**config.mk**
```make
export PLATFORM = sky130hd
export DESIGN_NAME = rx_unit
export DESIGN_NICKNAME = d
export VERILOG_FILES = /design/src/rtl/rx_unit_pkg.sv /design/src/rtl/uart_rx_core.sv /design/src/rtl/rx_unit.sv
export SDC_FILE = /design/constraint.sdc
export NUM_CORES = 1
export LEC_CHECK = 0
export ABC_AREA = 1
export BUFFER_PORTS_ARGS = -buffer_cell sky130_fd_sc_hd__buf_2
export CORE_ASPECT_RATIO = 1.1
export CORE_MARGIN = 2
export CORE_UTILIZATION = 55
export CTS_CLUSTER_SIZE = 16
export DETAILED_ROUTE_END_ITERATION = 8
export PLACE_DENSITY = 0.76
export SLEW_MARGIN = 20
export SYNTH_ARGS = -nofsm -noshare
export SYNTH_HDL_FRONTEND = slang
export SYNTH_HIERARCHICAL = 1
export SYNTH_SLANG_ARGS = --single-unit
```
**constraint.sdc**
```tcl
create_clock -name i_clock -period 1.7 [get_ports i_clock]
set_clock_uncertainty 0.15 [all_clocks]
set_input_delay 0.255 -clock i_clock [delete_from_list [all_inputs] [get_ports i_clock]]
set_output_delay 0.255 -clock i_clock [all_outputs]
set_load 0.01 [all_outputs]
```
**src/rtl/rx_unit_pkg.sv**
```systemverilog
// Shared constants and FSM state encoding for the dual-channel UART receiver.
// Pure declarations: no latency or flow-control behaviour of its own.
package rx_unit_pkg;

  localparam int RX_DEFAULT_CLKS_PER_BIT = 10416;
  localparam int RX_DEFAULT_DATA_SIZE    = 8;

  typedef enum logic [2:0] {
    ST_IDLE      = 3'd0,
    ST_START     = 3'd1,
    ST_DATA      = 3'd2,
    ST_STOP      = 3'd3,
    ST_WAIT_HIGH = 3'd4
  } rx_state_t;

endpackage

```
**src/rtl/uart_rx_core.sv**
```systemverilog
// Single-channel 8N1-style receiver: mid-bit sampling, glitch-rejecting start, break hold-off.
// Word/error pulse one cycle after the stop sample (+2 with RX_UNIT_SYNC_EN); no backpressure.
module uart_rx_core
  import rx_unit_pkg::*;
#(
  parameter int RX_DATA_SIZE = RX_DEFAULT_DATA_SIZE,
  parameter int CLKS_PER_BIT = RX_DEFAULT_CLKS_PER_BIT
) (
  input  logic                    i_clock,
  input  logic                    i_reset_n,
  input  logic                    rx,
  output logic [RX_DATA_SIZE-1:0] rxdata,
  output logic                    rx_valid,
  output logic                    frame_err
);

  localparam int CNT_W = $clog2(CLKS_PER_BIT);
  localparam int BIT_W = $clog2(RX_DATA_SIZE + 1);
  localparam logic [CNT_W-1:0] HALF_LAST = CNT_W'(CLKS_PER_BIT / 2 - 1);
  localparam logic [CNT_W-1:0] BIT_LAST  = CNT_W'(CLKS_PER_BIT - 1);
  localparam logic [BIT_W-1:0] DATA_LAST = BIT_W'(RX_DATA_SIZE - 1);

  rx_state_t               state, state_nxt;
  logic [CNT_W-1:0]        cnt;
  logic [BIT_W-1:0]        bit_cnt;
  logic [RX_DATA_SIZE-1:0] shreg;
  logic                    rx_s;
  logic                    baud_done;
  logic                    cnt_run, shift_en, load_word, err_set;

`ifdef RX_UNIT_SYNC_EN
  logic [1:0] sync_q;

  // Reset to idle-high so a reset release never looks like a start edge.
  always_ff @(posedge i_clock or negedge i_reset_n) begin
    if (!i_reset_n) sync_q <= 2'b11;
    else            sync_q <= {sync_q[0], rx};
  end
  assign rx_s = sync_q[1];
`else
  assign rx_s = rx;
`endif

  assign baud_done = (state == ST_START) ? (cnt == HALF_LAST) : (cnt == BIT_LAST);

  always_ff @(posedge i_clock or negedge i_reset_n) begin
    if (!i_reset_n) state <= ST_IDLE;
    else            state <= state_nxt;
  end

  always_comb begin
    state_nxt = state;
    case (state)
      ST_IDLE:      if (!rx_s) state_nxt = ST_START;
      ST_START:     if (baud_done) state_nxt = rx_s ? ST_IDLE : ST_DATA;
      ST_DATA:      if (baud_done && (bit_cnt == DATA_LAST)) state_nxt = ST_STOP;
      ST_STOP:      if (baud_done) state_nxt = rx_s ? ST_IDLE : ST_WAIT_HIGH;
      ST_WAIT_HIGH: if (rx_s) state_nxt = ST_IDLE;
      default:      state_nxt = ST_IDLE;
    endcase
  end

  always_comb begin
    cnt_run   = 1'b0;
    shift_en  = 1'b0;
    load_word = 1'b0;
    err_set   = 1'b0;
    case (state)
      ST_START: cnt_run = 1'b1;
      ST_DATA: begin
        cnt_run  = 1'b1;
        shift_en = baud_done;
      end
      ST_STOP: begin
        cnt_run   = 1'b1;
        load_word = baud_done && rx_s;
        err_set   = baud_done && !rx_s;
      end
      default: ;
    endcase
  end

  // Counter restarts on every sample so each later sample lands mid-bit.
  always_ff @(posedge i_clock or negedge i_reset_n) begin
    if (!i_reset_n) begin
      cnt       <= '0;
      bit_cnt   <= '0;
      shreg     <= '0;
      rxdata    <= '0;
      rx_valid  <= 1'b0;
      frame_err <= 1'b0;
    end else begin
      rx_valid  <= load_word;
      frame_err <= err_set;
      if (!cnt_run || baud_done || (state_nxt != state)) cnt <= '0;
      else                                               cnt <= cnt + 1'b1;
      if (state == ST_IDLE) bit_cnt <= '0;
      else if (shift_en)    bit_cnt <= bit_cnt + 1'b1;
      if (shift_en)  shreg  <= {rx_s, shreg[RX_DATA_SIZE-1:1]};
      if (load_word) rxdata <= shreg;
    end
  end

endmodule

```
**src/rtl/rx_unit.sv**
```systemverilog
// Two independent UART receive channels; optional input synchronizers via RX_UNIT_SYNC_EN.
// Word/error pulse one cycle after the stop sample (+2 with RX_UNIT_SYNC_EN); no backpressure.
module rx_unit
  import rx_unit_pkg::*;
#(
  parameter int RX_DATA_SIZE = RX_DEFAULT_DATA_SIZE,
  parameter int CLKS_PER_BIT = RX_DEFAULT_CLKS_PER_BIT
) (
  input  logic                    i_clock,
  input  logic                    i_reset_n,
  input  logic                    i_rx_0,
  input  logic                    i_rx_1,
  output logic [RX_DATA_SIZE-1:0] o_rxdata_0,
  output logic [RX_DATA_SIZE-1:0] o_rxdata_1,
  output logic                    o_rx_valid_0,
  output logic                    o_rx_valid_1,
  output logic                    o_frame_err_0,
  output logic                    o_frame_err_1
);

  uart_rx_core #(
    .RX_DATA_SIZE (RX_DATA_SIZE),
    .CLKS_PER_BIT (CLKS_PER_BIT)
  ) u_ch0 (
    .i_clock   (i_clock),
    .i_reset_n (i_reset_n),
    .rx        (i_rx_0),
    .rxdata    (o_rxdata_0),
    .rx_valid  (o_rx_valid_0),
    .frame_err (o_frame_err_0)
  );

  uart_rx_core #(
    .RX_DATA_SIZE (RX_DATA_SIZE),
    .CLKS_PER_BIT (CLKS_PER_BIT)
  ) u_ch1 (
    .i_clock   (i_clock),
    .i_reset_n (i_reset_n),
    .rx        (i_rx_1),
    .rxdata    (o_rxdata_1),
    .rx_valid  (o_rx_valid_1),
    .frame_err (o_frame_err_1)
  );

endmodule

```
After elaboration in Yosys (flattened, before gate mapping)
Cells that the tools add are included.
- bits in registers: 78
- input bits: 4
- output and inout bits: 20
- add/subtract/negate cells: 4
- equal/unequal tests: 16
- mux-type cells: 32
- reduce and logical (&&, ||, !) cells: 20
- operators by type and width (kind ; number):
    $mux W3 ; 12
    $pmux W3 S5 ; 2
    $add A14 B1 Y14 const B ; 2
    $eq A14 B13 Y1 const B ; 2
    $eq A14 B14 Y1 const B ; 2
    $mux W14 ; 2
    $mux W4 ; 4
    $eq A3 B2 Y1 const B ; 4
    $mux W1 ; 10
    $add A4 B1 Y4 const B ; 2
    $eq A4 B3 Y1 const B ; 2
    $eq A3 B1 Y1 const B ; 2
    $eq A3 B3 Y1 const B ; 2
    $logic_and A1 B1 Y1 ; 6
    $logic_not A3 Y1 ; 2
    $ne A3 B3 Y1 ; 2
    $reduce_or A3 Y1 ; 2
    $logic_not A1 Y1 ; 4
    $logic_or A1 B1 Y1 ; 4
    $mux W2 ; 2
    $reduce_bool A2 Y1 ; 2

Longest topological paths before layout
- depth in word-level cells: 8
- mapped depth: 11

Modules after synthesis
The synthesis kept the hierarchy.
- modules (own cells, without submodules) (module ; times used ; cells an instance ; area an instance (um^2) ; seq. area each (um^2)):
    uart_rx_core ; 2 ; 236 ; 1985.7 ; 975.9

Least setup slack after synthesis
OpenSTA, ideal clock, no wires.
- kind: register -> register
- start point: register u_ch0.cnt[0]
- end point: register u_ch0.shreg[7]
- arrival: 1.463 ns
- path slack: -0.032 ns
- cell stages (with the launch flop): 12
- path buffers: 1
- clock period less this slack: 1.732 ns
- cell sequence: dfrtp_1 ha_1 nand2_1 clkinv_1 nand2_1 nor2_1 nand3_4 nor2_8 nand2_4 buf_6 nand2_1 o21ai_2
- word-level cells in the longest chain between the ends: 3
- elaborated cells between the ends (all ways): 4
- those cells by class: 2 x eq/ne; 2 x mux
- ends and longest elaborated chain (element ; RTL line ; RTL):
    start, declared ; uart_rx_core.sv:24 ; logic [CNT_W-1:0] cnt;
    start signal, assigned ; uart_rx_core.sv:96 ; else cnt <= cnt + 1'b1;
    $eq A14 B14 Y1 or $eq A14 B13 Y1 (tied branches) ; uart_rx_core.sv:44 ; assign baud_done = (state == ST_START) ? (cnt == HALF_LAST) : (cnt == BIT_LAST);
    $mux W1 (*) ; uart_rx_core.sv:44 ;
    $mux W1 (*) ; uart_rx_core.sv:68 ; case (state)
    end signal, assigned ; uart_rx_core.sv:99 ; if (shift_en) shreg <= {rx_s, shreg[RX_DATA_SIZE-1:1]};
    end, declared ; uart_rx_core.sv:26 ; logic [RX_DATA_SIZE-1:0] shreg;
Every way passes the cells marked *; elsewhere a longest branch is shown, timed or not.
A chain may end at the register's enable or synchronous reset.

Final worst setup path
- start point: register u_ch1.cnt[0]
- end point: register u_ch1.rx_valid
- word-level cells in the longest chain between the ends: 4
- elaborated cells between the ends (all ways): 5
- those cells by class: 2 x eq/ne; 2 x mux; 1 x reduce/logical
- ends and longest elaborated chain (element ; RTL line ; RTL):
    start, declared ; uart_rx_core.sv:24 ;
    start signal, assigned ; uart_rx_core.sv:96 ;
    $eq A14 B14 Y1 or $eq A14 B13 Y1 (tied branches) ; uart_rx_core.sv:44 ;
    $mux W1 (*) ; uart_rx_core.sv:44 ;
    $logic_and A1 B1 Y1 (*) ; uart_rx_core.sv:76 ; load_word = baud_done && rx_s;
    $mux W1 (*) ; uart_rx_core.sv:68 ;
    via u_ch1.load_word ; uart_rx_core.sv:29 ; logic cnt_run, shift_en, load_word, err_set;
    end signal, assigned ; uart_rx_core.sv:93 ; rx_valid <= load_word;
    end, declared ; uart_rx_core.sv:13 ; output logic rx_valid,
Mark *: on every way through the listed nets, which the timed path passes. The rest lies on a longest branch.

==> summary.md <==
| Metric | Value |
|---|---|
| Total power per unit cell area | `approximately 620 mW/mm^2` |
| Grt ovf | `0` |
| Overall Global Routing Usage | `between 20% and 30%` |
| Buffers added on ports | `23` |
| Routed WL per cell | `about 14 um` |
| VDD IR max | `~0.00048 V` |
| Share of cells above drive strength 1 | `a little over a third` |
| # diodes | `0` |
| Hold Path End | `u_ch1/frame_err` |
| Initial Util | `56.7%` |
| Core Area | `approximately 0.007 sq mm` |
| Most common cell after layout, fill and taps aside | `nand2_1` |
| GPL Wtd Cong | `around 0.9` |
| Clock sink count | `between 70 and 80` |
| Final wirelength | `just over 9000 um` |
| Yosys warnings | `6` |
| Post-synthesis cell area | `just under 0.004 sq mm` |
| Clock Power Share | `approximately 40%` |
| Commonest cells after routing, fill and taps aside | `nand2_1 (88), dfrtp_1 (77), nor2_1 (65), buf_4 (44), inv_1 (34)` |
| Final hold vios | `0` |
| Crit path required time | `approximately 1.9 ns` |
| FF-to-FF setup slack | `-0.13 ns` |
| Hold crit path type | `input pin to register` |
| Worst hold stages | `2` |
| Num ports | `24` |
| Worst reg2reg startpoint | `u_ch1/cnt[0]` |
| Reg2reg end | `u_ch1/rx_valid` |
| CP Launch Type | `register` |
| Setup Viol. Count Final | `71` |
| Cell Chain, Critical Path | `ha_2 -> nand2_2 -> inv_2 -> nand2_2 -> nor2_4 -> nand3_4 -> nor2_8 -> nand3_4 -> buf_6 -> buf_4 -> inv_2` |
| Post-route cell area | `between 0.005 and 0.006 sq mm` |
| Max-slew headroom | `70.4%` |
| DIE WIDTH | `85.0 um` |
| Synth Instances | `472` |
| RSZ-0062 raised after global routing | `true` |
| Slew @ Worst Pin | `0.442 ns` |
| Slowest-stage cell, CP | `dfrtp_1` |
| H-tree depth | `3` |
| Post-DP HPWL | `around 5600 um` |
| Psw | `between 0.7 and 0.8 mW` |
| Peak Freq | `~0.55 GHz` |
| Drt drc | `0` |
| Die Span Y | `about 93 um` |
| Max_cap viols | `0` |
| Clock Pin Slew Worst Setup and Hold Paths | `~0.08 ns` |
| CP max FO | `5` |
| Gate power share | `2.1%` |
| Initial antenna violation count | `0` |
| CTS tree | `yes` |
| Vias | `around 3500` |
| Num CTS Buffers | `9` |
| Final period util | `108%` |
| Fin worst setup slack | `-0.129 ns` |
| Worst Reg-to-Reg Cells | `11` |
| Internal Power | `between 2 and 2.5 mW` |
| Fin. max-slew vios | `0` |
| Outcome | `finished with violations` |
| Net Sw Frac | `about a quarter` |
| Synthesized net count | `480` |
| Synth Area per Inst | `approximately 8.4 sq um` |
| Library cells used by synthesis | `26` |
| Pin count of the biggest net entering global routing | `29` |
| CP Capture Type | `register` |
| Hold wc startpoint | `i_rx_1` |
| Detailed Routing Iterations Pass 1 | `5` |
| Cell Area, Placed | `around 0.0044 sq mm` |
| CTS root buffer | `clkbuf_8` |
| #FFs+latches synth | `78` |
| Seq/Total Area, Yosys | `49.1%` |
| CP max stage delay | `roughly 0.36 ns` |
| Setup_tns | `-3.68 ns` |
| Pleak | `between 2 and 3 nW` |
| Die ar. | `0.00792 sq mm` |
| Area growth, synth to finish | `28.3%` |
| Final core utilization | `72.7%` |
| WS Path Type | `register to register` |
| Arr. time, crit path | `1.98 ns` |
| Rows | `32` |
| Vias/cell | `between 5 and 6` |
| Failing checks | `setup timing` |
| Nets@finish | `around 560` |
| Global-route wire length before repair | `around 14000 um` |
| Vias in the first global route | `between 3000 and 4000` |
| Final min period | `~1.8 ns` |
| Worst skew pair latency | `around 0.35 ns` |
| Largest buffer count on any clock path | `2` |
| Seq pwr share | `a little under 60%` |
| Remaining antenna violation count | `0` |
| 1st-iter DRT viols | `roughly 210` |
[metrics by stage]
stage / hold WS [ns] / std cells / setup WS [ns] / power (mW)
after floorplan: -0.191 / 472 / 0.0442 / 1.90
after global placement: 0.0317 / 598 / 0.00949 / 1.95
after detailed placement: 0.0363 / 598 / -0.0796 / 1.95
after CTS: 0.0855 / 624 / -0.0113 / 3.19
after global routing: 0.135 / 643 / -0.198 / 3.28
final: 0.123 / 643 / -0.129 / 3.17
[routing by layer]
metal,routed length (um),vias up,share of wire (%),global-route usage [%]
li1,-,1679,-,-
met1,3930,1696,43,27.8
met2,4710,73,52,37.2
met3,357,15,3.9,4.32
met4,142,0,1.6,8.86
met5,0,-,0,0
[power groups by stage]
stage               clock network [mW]  registers [mW]  logic (mW)
floorplan                            0            1.89     0.00885
global placement                     0            1.89      0.0637
detailed placement                   0            1.89      0.0646
CTS                               1.27            1.85      0.0671
global route                      1.35            1.85      0.0760
finish                            1.25            1.85      0.0664
[worst max-delay path by stage]
stage                   start         endpoint  slack [ns]  cells past startpoint
3_5_place_dp     u_ch1/cnt[0]  u_ch1/rxdata[6]       -0.08                     10
5_1_grt        u_ch0/state[2]     u_ch0/cnt[4]       -0.20                     10
6_report         u_ch1/cnt[0]   u_ch1/rx_valid       -0.13                     11
2_1_floorplan    u_ch0/cnt[0]   u_ch0/shreg[7]        0.04                     11
3_3_place_gp     u_ch0/cnt[0]  u_ch0/rxdata[6]       0.009                     10
4_1_cts          u_ch1/cnt[0]  u_ch1/rxdata[6]       -0.01                     10
[cells by family after synthesis]
group	after synthesis	synth area share [%]
AO/OA/AOI/OAI	24	3.40
buffers and inverters	60	6.74
adder cells (fa/ha/maj)	4	1.26
XOR/XNOR	22	4.85
AND/OR/NAND/NOR	284	34.6
flip-flops	78	49.1
[synth_stat cells (all sizes together)]
master,number,share of area [%]
nand4,30,4.7
clkbuf,4,0.38
inv,44,4.2
dfrtp,78,49
ha,4,1.3
nand2,118,12
buf,10,2.0
clkinv,2,0.19
o21ai,4,0.88
a21oi,20,2.5
nand3,32,4.9
xor2,14,3.1
nor3,10,1.8
xnor2,8,1.8
nor2,94,11
[critical path, delay by kind of cell, from the launching register on]
kind                       cells  cell delay [ns]
adders and majority gates      1             0.19
buffers and inverters          4             0.38
and+or+nand+nor                6             0.70
DFF                            1             0.36
[area by class of cell]
cell class | instances | area, sq um
timing repair buffer | 82 | 679
multi-input combinational | 337 | 2010
sequential | 78 | 1950
tap | 85 | 106
clock inverter | 5 | 35.0
fill | 472 | 1910
clock buffer | 10 | 138
inverter | 46 | 173
[repair_timing]
| action | in CTS | in global routing |
|---|---|---|
| cloned | 1 | 2 |
| pin swaps | 1 | 27 |
| resized for setup | 14 | 64 |
| setup endpoints to repair | 48 | 75 |
| buffers inserted | 9 | 17 |
| hold endpoints to repair | 78 | 0 |
| hold buffers | 1 | 0 |
[flip-flops by register name, indices dropped and copies added, names as in the netlist]
| name | cells |
|---|---|
| u_ch1/frame_err | 1 |
| u_ch0/frame_err | 1 |
| u_ch0/rx_valid | 1 |
| u_ch0/state | 3 |
| u_ch1/bit_cnt | 4 |
| u_ch1/state | 3 |
| u_ch1/cnt | 14 |
| u_ch1/rx_valid | 1 |
| u_ch0/bit_cnt | 4 |
| u_ch0/rxdata | 8 |
| u_ch1/shreg | 8 |
| u_ch1/rxdata | 8 |
| u_ch0/shreg | 8 |
| u_ch0/cnt | 14 |
Note: power is estimated with default switching activity, not from simulation.
